`config.mk`:
```
export PLATFORM = sky130hd
export DESIGN_NAME = if_prefetch_unit
export DESIGN_NICKNAME = d
export VERILOG_FILES = /design/src/rtl/if_pkg.sv /design/src/rtl/fetch_queue.sv /design/src/rtl/if_prefetch_unit.sv
export SDC_FILE = /design/constraint.sdc
export NUM_CORES = 1
export LEC_CHECK = 0
export ABC_AREA = 1
export BUFFER_PORTS_ARGS = -buffer_cell sky130_fd_sc_hd__clkbuf_2
export CAP_MARGIN = 25
export CORE_MARGIN = 3
export CORE_UTILIZATION = 45
export CTS_CLUSTER_SIZE = 8
export DETAILED_ROUTE_END_ITERATION = 12
export PLACE_DENSITY = 0.69
export RECOVER_POWER = 25
export SKIP_CTS_REPAIR_TIMING = 1
export SLEW_MARGIN = 15
export SYNTH_ARGS = -nofsm -noshare
export SYNTH_HDL_FRONTEND = slang
export SYNTH_SLANG_ARGS = --single-unit
```
`constraint.sdc`:
```
create_clock -name clk -period 5 [get_ports clk]
set_clock_uncertainty 0.1 [all_clocks]
set_input_delay 0.75 -clock clk [delete_from_list [all_inputs] [get_ports clk]]
set_output_delay 0.75 -clock clk [all_outputs]
set_load 0.05 [all_outputs]
```
`src/rtl/if_pkg.sv`:
```
// Shared constants for the instruction-fetch prefetch unit.
//   - default reset / interrupt / exception vectors and the NOP instruction
//   - bit positions inside select_PC_next and status
package if_pkg;

    localparam logic [31:0] IF_RESET_VEC = 32'h8000_0000;
    localparam logic [31:0] IF_ILLOP_VEC = 32'h8000_0004;
    localparam logic [31:0] IF_XADR_VEC  = 32'h8000_0008;
    localparam logic [31:0] IF_NOP_INSTR = 32'h0000_0000;

    // select_PC_next = {Z, J, JR}
    localparam int unsigned SEL_Z  = 2;
    localparam int unsigned SEL_J  = 1;
    localparam int unsigned SEL_JR = 0;

    // status = {interrupt, exception}
    localparam int unsigned ST_INT = 1;
    localparam int unsigned ST_EXC = 0;

endpackage

```
`src/rtl/fetch_queue.sv`:
```
// Synchronous FIFO holding fetched {PC+4, instruction} pairs.
// Ports:
//   clk_i, rst_ni   clock, asynchronous active-low reset
//   push_i          enqueue wdata_i (accepted when not full, or full with pop_i)
//   pop_i           dequeue the head (ignored when empty)
//   flush_i         drop all entries; overrides push/pop
//   wdata_i         entry to enqueue
//   rdata_o         head entry, straight from storage
//   full_o/empty_o  occupancy flags
//   count_o         occupied entries, 0..DEPTH
module fetch_queue
    import if_pkg::*;
#(
    parameter int unsigned WIDTH = 64,
    parameter int unsigned DEPTH = 4
) (
    input  logic                     clk_i,
    input  logic                     rst_ni,
    input  logic                     push_i,
    input  logic                     pop_i,
    input  logic                     flush_i,
    input  logic [WIDTH-1:0]         wdata_i,
    output logic [WIDTH-1:0]         rdata_o,
    output logic                     full_o,
    output logic                     empty_o,
    output logic [$clog2(DEPTH):0]   count_o
);

    localparam int unsigned PW = $clog2(DEPTH);

    logic [WIDTH-1:0] mem_q [DEPTH];
    logic [PW-1:0]    wptr_q, wptr_d;
    logic [PW-1:0]    rptr_q, rptr_d;
    logic [PW:0]      count_q, count_d;
    logic             do_push, do_pop;

    assign full_o  = (count_q == (PW+1)'(DEPTH));
    assign empty_o = (count_q == '0);
    assign count_o = count_q;
    assign rdata_o = mem_q[rptr_q];

    // When full, a push is only legal alongside a pop: the write lands in the
    // slot being vacated, whose old contents are read out this same cycle.
    assign do_push = push_i & (~full_o | pop_i) & ~flush_i;
    assign do_pop  = pop_i & ~empty_o & ~flush_i;

    always_comb begin
        wptr_d  = wptr_q;
        rptr_d  = rptr_q;
        count_d = count_q;
        if (flush_i) begin
            wptr_d  = '0;
            rptr_d  = '0;
            count_d = '0;
        end else begin
            if (do_push) wptr_d = wptr_q + PW'(1);
            if (do_pop)  rptr_d = rptr_q + PW'(1);
            count_d = count_q + (PW+1)'(do_push) - (PW+1)'(do_pop);
        end
    end

    always_ff @(posedge clk_i or negedge rst_ni) begin
        if (!rst_ni) begin
            wptr_q  <= '0;
            rptr_q  <= '0;
            count_q <= '0;
        end else begin
            wptr_q  <= wptr_d;
            rptr_q  <= rptr_d;
            count_q <= count_d;
        end
    end

    // Storage needs no reset: the head is only exposed while count is non-zero.
    always_ff @(posedge clk_i) begin
        if (do_push) mem_q[wptr_q] <= wdata_i;
    end

endmodule

```
`src/rtl/if_prefetch_unit.sv`:
```
// Instruction-fetch stage with a prefetch queue.
// Generates the PC, fetches from a combinational ROM port, buffers
// {PC+4, instruction} pairs and hands them to ID over valid/ready.
// Ports:
//   clk, rst_n                 clock, asynchronous active-low reset
//   imem_addr / imem_rdata     fetch address (current PC) and same-cycle data
//   id_ready                   ID accepts the head this cycle
//   if_id_valid/instr/pc4      head entry (NOP_INSTR / 0 when not valid)
//   branch/jump/jr_target      redirect targets from ID
//   select_PC_next             {Z, J, JR} redirect requests
//   status                     {interrupt, exception}
//   queue_count                occupied queue entries
module if_prefetch_unit
    import if_pkg::*;
#(
    parameter int unsigned       DATA_W    = 32,
    parameter int unsigned       DEPTH     = 4,
    parameter logic [DATA_W-1:0] RESET_VEC = DATA_W'(IF_RESET_VEC),
    parameter logic [DATA_W-1:0] ILLOP_VEC = DATA_W'(IF_ILLOP_VEC),
    parameter logic [DATA_W-1:0] XADR_VEC  = DATA_W'(IF_XADR_VEC),
    parameter logic [DATA_W-1:0] NOP_INSTR = DATA_W'(IF_NOP_INSTR)
) (
    input  logic                   clk,
    input  logic                   rst_n,
    output logic [DATA_W-1:0]      imem_addr,
    input  logic [DATA_W-1:0]      imem_rdata,
    input  logic                   id_ready,
    output logic                   if_id_valid,
    output logic [DATA_W-1:0]      if_id_instr,
    output logic [DATA_W-1:0]      if_id_pc4,
    input  logic [DATA_W-1:0]      branch_target,
    input  logic [DATA_W-1:0]      jump_target,
    input  logic [DATA_W-1:0]      jr_target,
    input  logic [2:0]             select_PC_next,
    input  logic [1:0]             status,
    output logic [$clog2(DEPTH):0] queue_count
);

    logic [DATA_W-1:0]   pc_q, pc_d;
    logic [DATA_W-1:0]   pc4;
    logic                exc_req, int_req, redirect;
    logic [DATA_W-1:0]   redirect_pc;
    logic                push, pop, q_full, q_empty;
    logic [2*DATA_W-1:0] q_head;

    assign pc4       = pc_q + DATA_W'(4);
    assign imem_addr = pc_q;

    // Interrupts are masked in kernel mode (PC MSB set); exceptions never are.
    assign exc_req  = status[ST_EXC];
    assign int_req  = status[ST_INT] & ~pc_q[DATA_W-1];
    assign redirect = exc_req | int_req | (|select_PC_next);

    always_comb begin
        redirect_pc = pc_q;
        if (exc_req)                     redirect_pc = XADR_VEC;
        else if (int_req)                redirect_pc = ILLOP_VEC;
        else if (select_PC_next[SEL_JR]) redirect_pc = jr_target;
        else if (select_PC_next[SEL_J])  redirect_pc = jump_target;
        else if (select_PC_next[SEL_Z])  redirect_pc = branch_target;
    end

    // A redirect flushes everything, including the head, so no pop is issued.
    assign pop  = if_id_valid & id_ready & ~redirect;
    assign push = ~redirect & (~q_full | pop);

    always_comb begin
        pc_d = pc_q;
        if (redirect)  pc_d = redirect_pc;
        else if (push) pc_d = pc4;
    end

    always_ff @(posedge clk or negedge rst_n) begin
        if (!rst_n) pc_q <= RESET_VEC;
        else        pc_q <= pc_d;
    end

    fetch_queue #(
        .WIDTH (2*DATA_W),
        .DEPTH (DEPTH)
    ) u_fetch_queue (
        .clk_i   (clk),
        .rst_ni  (rst_n),
        .push_i  (push),
        .pop_i   (pop),
        .flush_i (redirect),
        .wdata_i ({pc4, imem_rdata}),
        .rdata_o (q_head),
        .full_o  (q_full),
        .empty_o (q_empty),
        .count_o (queue_count)
    );

    assign if_id_valid = ~q_empty;
    assign if_id_instr = q_empty ? NOP_INSTR : q_head[DATA_W-1:0];
    assign if_id_pc4   = q_empty ? '0 : q_head[2*DATA_W-1:DATA_W];

endmodule

```
# After elaboration in Yosys (flattened, before gate mapping)
# Memories as Yosys holds them, arrays and structs flattened.
# Cells that the tools add are included.
# op_classes
addsub,5
eq_ne,2
n_mux,16
bitwise_logic,15
n_reduce_logical,6
# op_table
op,count
32-bit two-way mux,9
"32-bit by 3-bit adder with 32-bit output, second input constant",1
1-bit AND,8
2-bit two-way mux,4
"6-bit inequality test, second input constant",1
2-bit nonzero test,3
"2-bit by 1-bit adder with 2-bit output, second input constant",2
1-bit NOT,4
3-bit by 1-bit adder with 3-bit output,1
"3-bit == test, second input constant",1
3-bit zero test,1
3-bit two-way mux,1
1-bit OR,3
3-bit OR reduction,1
3-bit by 1-bit subtractor with 3-bit output,1
1-bit two-way mux,2
2-bit AND reduction,1
# totals
reg_bits,39
ramBits,256
in_bits,136
output_inout_bits,100
elab_cells,49
mem_count,1
# memory_table
memory,depth,width,read_ports,rd_clocked_by_memory_dff,write_ports,line_no,text
u_fetch_queue.mem_q,4,64,1,0,1,fetch_queue.sv:31,logic [WIDTH-1:0] mem_q [DEPTH];

# Longest topological paths before layout
# depth
depth_word,13
depth_mapped,13
depth_no_buf,13

# Cells and area by module
# Synthesis repeated with hierarchy kept, for this count alone.
# unflattened
cells_unflattened,1330
area_unflattened_um2,13593.0
# by_module_without_submodules
mod,n_inst,cells_per_inst,area_per_inst_um2
fetch_queue,1,681,10038.4
if_prefetch_unit,1,649,3554.7

# Worst setup path after synthesis
# OpenSTA, ideal clock, no wires.
# synth_timing
kind,input -> register
start,input port select_PC_next[0]
end,memory u_fetch_queue.mem_q[0][0] (enable)
arrival_ps,4294
required_ps,4414
setup_slack_ps,120
stages,8
n_path_buf,1
path_cell_list,buf_4 inv_2 nand3b_4 nor2_8 inv_1 a21oi_4 inv_1 nor2_1
# synth_between
elab_chain_cells,10
# synth_lines
element,line_no,text
start: declaration,if_prefetch_unit.sv:34,"input logic [2:0] select_PC_next,"
3-bit OR reduction *,if_prefetch_unit.sv:52,assign redirect = exc_req | int_req | (|select_PC_next);
1-bit OR *,if_prefetch_unit.sv:52,
1-bit NOT *,"fetch_queue.sv:44, if_prefetch_unit.sv:64, if_prefetch_unit.sv:65",
1-bit AND,if_prefetch_unit.sv:64,assign pop = if_id_valid & id_ready & ~redirect;
1-bit OR,"fetch_queue.sv:44, if_prefetch_unit.sv:65",
1-bit AND,if_prefetch_unit.sv:65,assign push = ~redirect & (~q_full | pop);
1-bit AND,fetch_queue.sv:44,assign do_push = push_i & (~full_o | pop_i) & ~flush_i;
1-bit AND *,fetch_queue.sv:44,
1-bit two-way mux *,fetch_queue.sv:76,if (do_push) mem_q[wptr_q] <= wdata_i;
1-bit two-way mux (not written as such) *,fetch_queue.sv:76,
end: declaration,fetch_queue.sv:31,
# Every way passes the cells marked *; elsewhere a longest branch is shown, timed or not.

# Final worst setup path
# layout_timing
start,register u_fetch_queue.rptr_q[0]
end,output port if_id_pc4[17]
# layout_between
elab_chain_cells,2
# layout_lines
element,line_no,text
start: declaration,fetch_queue.sv:33,"logic [PW-1:0] rptr_q, rptr_d;"
start signal: assignment,fetch_queue.sv:69,rptr_q <= rptr_d;
memory 4 x 64 bit,--,
32-bit two-way mux,if_prefetch_unit.sv:96,assign if_id_pc4 = q_empty ? '0 : q_head[2*DATA_W-1:DATA_W];
end: declaration,if_prefetch_unit.sv:30,"output logic [DATA_W-1:0] if_id_pc4,"
# No other way between the ends.

==> metrics.json <==
{
  "chipWidth": {"value": 179, "unit": "um"},
  "failed_checks": {"value": "max-capacitance violations, max-slew violations"},
  "biggest_area_consumer_among_synthesized_cells": {"value": "sky130_fd_sc_hd__edfxtp_1"},
  "dr.first_iter.drc_count": {"value": 770},
  "rrSetupSlack": {"value": 1.89, "unit": "ns"},
  "synth.lib_cells_used.distinct": {"value": 40},
  "coreArea": {"value": 0.0290, "unit": "mm2"},
  "grt_first_pass_wirelength": {"value": 53700, "unit": "um"},
  "dieHeight": {"value": 179, "unit": "um"},
  "vias": {"value": 10200},
  "cts_tree": {"value": "built"},
  "flip_flop_and_latch_count_after_synthesis": {"value": 295},
  "antenna_found_initial": {"value": 0},
  "grt_pass1_vias": {"value": 9989},
  "net-switching-power": {"value": 1.29, "unit": "mW"},
  "gp_congestion": {"value": 0.911},
  "io_buffer_count": {"value": 235},
  "antenna_cells": {"value": 0},
  "floorplan.rows": {"value": 62},
  "timing.critical_path.cells": {"value": "buf_4 -> nor2_1 -> nor2_1 -> o21ai_0 -> a21oi_1 -> clkbuf_2"},
  "status": {"value": "finished, violations left"},
  "grt_usage": {"value": 0.216},
  "stdcell_count": {"value": 1950},
  "period_utilization": {"value": 0.735},
  "power_per_cell_area": {"value": 355, "unit": "mW/mm2"},
  "critPathMaxStageDelay": {"value": 0.71, "unit": "ns"},
  "global_route.overflow_total": {"value": 0},
  "worst_path_most_repeated_cell": {"value": "sky130_fd_sc_hd__nor2_1"},
  "path_depth": {"value": 6},
  "crit_arrival": {"value": 2.82, "unit": "ns"},
  "floorplan.initialDensity": {"value": 0.463},
  "fmax": {"value": 272, "unit": "MHz"},
  "hold_violations": {"value": 0},
  "clock_power_share": {"value": 0.449},
  "htreeDepth": {"value": 2},
  "setup_total_negative_slack": {"value": 0, "unit": "ns"},
  "timing.critical_path.slowest_stage_cell": {"value": "sky130_fd_sc_hd__dfrtp_4"},
  "critical_path.reg2reg.startpoint": {"value": "imem_addr[31]"},
  "floorplan.die_area": {"value": 0.0319, "unit": "mm2"},
  "end_kind": {"value": "primary output"},
  "tritoncts_num_sinks": {"value": 295},
  "placedCellCount": {"value": 1887},
  "clkLatencyLatePin": {"value": 0.52, "unit": "ns"},
  "drt-vias-per-instance": {"value": 5.24},
  "final-max-slew-violation-count": {"value": 40},
  "number_of_standard_cells_after_synthesis": {"value": 1327},
  "critPathTopFamily": {"value": "buffers and inverters"},
  "wl_per_cell": {"value": 17.7, "unit": "um"},
  "syn2layout_area_growth": {"value": 19.9, "unit": "%"},
  "non_filler_cell_area_final": {"value": 0.0161, "unit": "mm2"},
  "rsz0062_at_grt": {"value": "false"},
  "final_setup_violation_count": {"value": 0},
  "max-slew-margin-rel": {"value": -0.433},
  "synth.yosys.seq_area_share": {"value": 0.646},
  "crit_required": {"value": 4.15, "unit": "ns"},
  "worstHoldEndpoint": {"value": "u_fetch_queue.mem_q[3][4]"},
  "firstDrtPassIters": {"value": 5},
  "drt_drc_violations_left": {"value": 0},
  "fraction_of_layout_instances_using_a_drive_strength_above_1": {"value": 0.202},
  "clock_pin_transition_on_the_worst_setup_and_hold_timing_paths": {"value": 0.05, "unit": "ns"},
  "vdd_ir_drop_max": {"value": 222, "unit": "uV"},
  "worstSetupStartpointType": {"value": "flop"},
  "synth_nets": {"value": 1471},
  "r2r-end": {"value": "u_fetch_queue.mem_q[3][6]"},
  "switching_share": {"value": 0.225},
  "design.portCount": {"value": 236},
  "post_synth.cell_area_avg": {"value": 10.1, "unit": "um2"},
  "post_synth_instance_area": {"value": 0.0134, "unit": "mm2"},
  "maxCapViolations": {"value": 1},
  "placed_wire_length_estimate": {"value": 22500, "unit": "um"},
  "static-leakage-power": {"value": 6.26, "unit": "nW"},
  "clk_root_buffer_cell": {"value": "sky130_fd_sc_hd__clkbuf_16"},
  "cts_inserted_buffers": {"value": 43},
  "fillers": {"value": 2519},
  "detailed_place.area": {"value": 0.0149, "unit": "mm2"},
  "worst_setup_path_startpoint": {"value": "u_fetch_queue.rptr_q[0]"},
  "critical_path_class": {"value": "flop to primary output"},
  "crit_buf_inv": {"value": 2},
  "detail_route.wirelength": {"value": 34600, "unit": "um"},
  "cell_internal_pwr": {"value": 4.43, "unit": "mW"},
  "hold_path.startpoint": {"value": "imem_rdata[4]"},
  "antenna_left": {"value": 0},
  "synth.top_cell.area_share": {"value": 0.573},
  "worst_path_maximum_fanout": {"value": 48},
  "min_path_type": {"value": "primary input to flop"},
  "pwr-share-seq": {"value": 0.486},
  "clock_tree.buffer_depth": {"value": 3},
  "comb_power_share": {"value": 0.066},
  "period_needed": {"value": 3.67, "unit": "ns"},
  "hold_ws": {"value": 0.392, "unit": "ns"},
  "largest_net_degree_at_the_start_of_global_routing": {"value": 71},
  "timing_worst_slew_pin_value": {"value": 2.15, "unit": "ns"},
  "cell_count_of_the_worst_hold_path": {"value": 1},
  "fin_nets": {"value": 1693},
  "leading_post_synthesis_cells_by_cell_area": {"value": "sky130_fd_sc_hd__edfxtp_1, sky130_fd_sc_hd__nor2_1, sky130_fd_sc_hd__dfrtp_1"},
  "synth-warning-count": {"value": 0},
  "worst_r2r_path_cells": {"value": 9}
}
[worst register-to-register path, delay by kind of cell (launching register included)]
family	cells	cell delay (ns)
compound gates	1	0.25
buf+inv	4	1.02
flops	1	0.57
simple gates	4	0.78
[sequential cells by signal, summed over array words and instances, names as in the netlist]
signal / flops
imem_addr: 32
u_fetch_queue.mem_q: 256
u_fetch_queue.count_o: 3
u_fetch_queue.rptr_q: 2
u_fetch_queue.wptr_q: 2
[per-stage QoR]
stage                     setup WS, ns  power (mW)  utilization
after floorplan                  0.120        3.03            -
after global routing              1.20        5.91        0.555
final                             1.33        5.71        0.555
after global placement            1.15        3.19        0.514
after CTS                         1.32        5.77        0.555
after detailed placement         0.989        3.20        0.514
[Yosys cell counts (all sizes together)]
cell    count
dfrtp      38
a21oi     109
a211oi      1
or2         3
dfstp       1
a31oi       5
o21ai     149
edfxtp    256
a22oi       1
nand3b      7
xnor2       4
nor3       21
clkinv      2
nor2      369
nand2     190
and2        7
xor2        9
fa          1
ha          7
nand3      24
o211ai      8
inv        42
buf        44
clkbuf     29
[per-layer routing]
layer	up-vias	track usage	wire [um]
met5	-	0	0
met4	0	0.0682	894
met3	63	0.0483	2800
met2	415	0.361	16500
met1	4782	0.282	14400
li1	4953	-	-
[layout by cell type (no fill, tap or decap), drive strengths merged]
cell / netlist / layout
clkbuf: 29 / 295
a22oi: 1 / 1
or2: 3 / 3
xnor2: 4 / 4
o21ai: 149 / 149
a211oi: 1 / 1
nand3b: 7 / 7
nand3: 24 / 24
o211ai: 8 / 8
nand2: 190 / 190
ha: 7 / 7
inv: 42 / 42
dfrtp: 38 / 38
fa: 1 / 1
xor2: 9 / 9
nor2: 369 / 369
nor3: 21 / 21
a21oi: 109 / 109
and2: 7 / 7
edfxtp: 256 / 256
clkinv: 2 / 5
buf: 44 / 14
a31oi: 5 / 5
dfstp: 1 / 1
[kinds of logic (layout without fill, tap and decap cells)]
logic type	after synthesis	in the layout	share of synthesized area
adders and majority gates	8	8	0.00802
xor gates and xnor gates	13	13	0.0107
buffers and inverters	117	356	0.0378
DFF	295	295	0.646
AOI/OAI and AO/OA	273	273	0.106
and+or+nand+nor	621	621	0.191
[how the worst max path moves through the flow]
stage,end,slack (ns)
floorplan,u_fetch_queue.mem_q[0][0],0.12
global placement,u_fetch_queue.mem_q[3][9],1.15
detailed placement,u_fetch_queue.mem_q[3][5],0.99
CTS,if_id_pc4[17],1.32
global route,if_id_pc4[17],1.20
finish,if_id_pc4[17],1.33
[power by group through the flow]
stage | sequential [mW] | clock (mW) | combinational, mW
final | 2.78 | 2.56 | 0.374
after detailed placement | 2.82 | 0 | 0.378
after floorplan | 2.88 | 0 | 0.153
after global placement | 2.82 | 0 | 0.374
after global routing | 2.78 | 2.72 | 0.411
after CTS | 2.78 | 2.61 | 0.380
[final cells by class]
class / count / area [um2] / share of cell area
Clock buffer: 59 / 1160 / 0.0719
Timing Repair Buffer: 250 / 1300 / 0.0809
Tap cell: 384 / 480 / 0.0299
Multi-Input combinational cell: 915 / 4280 / 0.266
Inverter: 44 / 169 / 0.0105
Sequential cell: 295 / 8670 / 0.539
Clock inverter: 3 / 33.8 / 0.00210
Note: power is estimated with default switching activity, not from simulation.
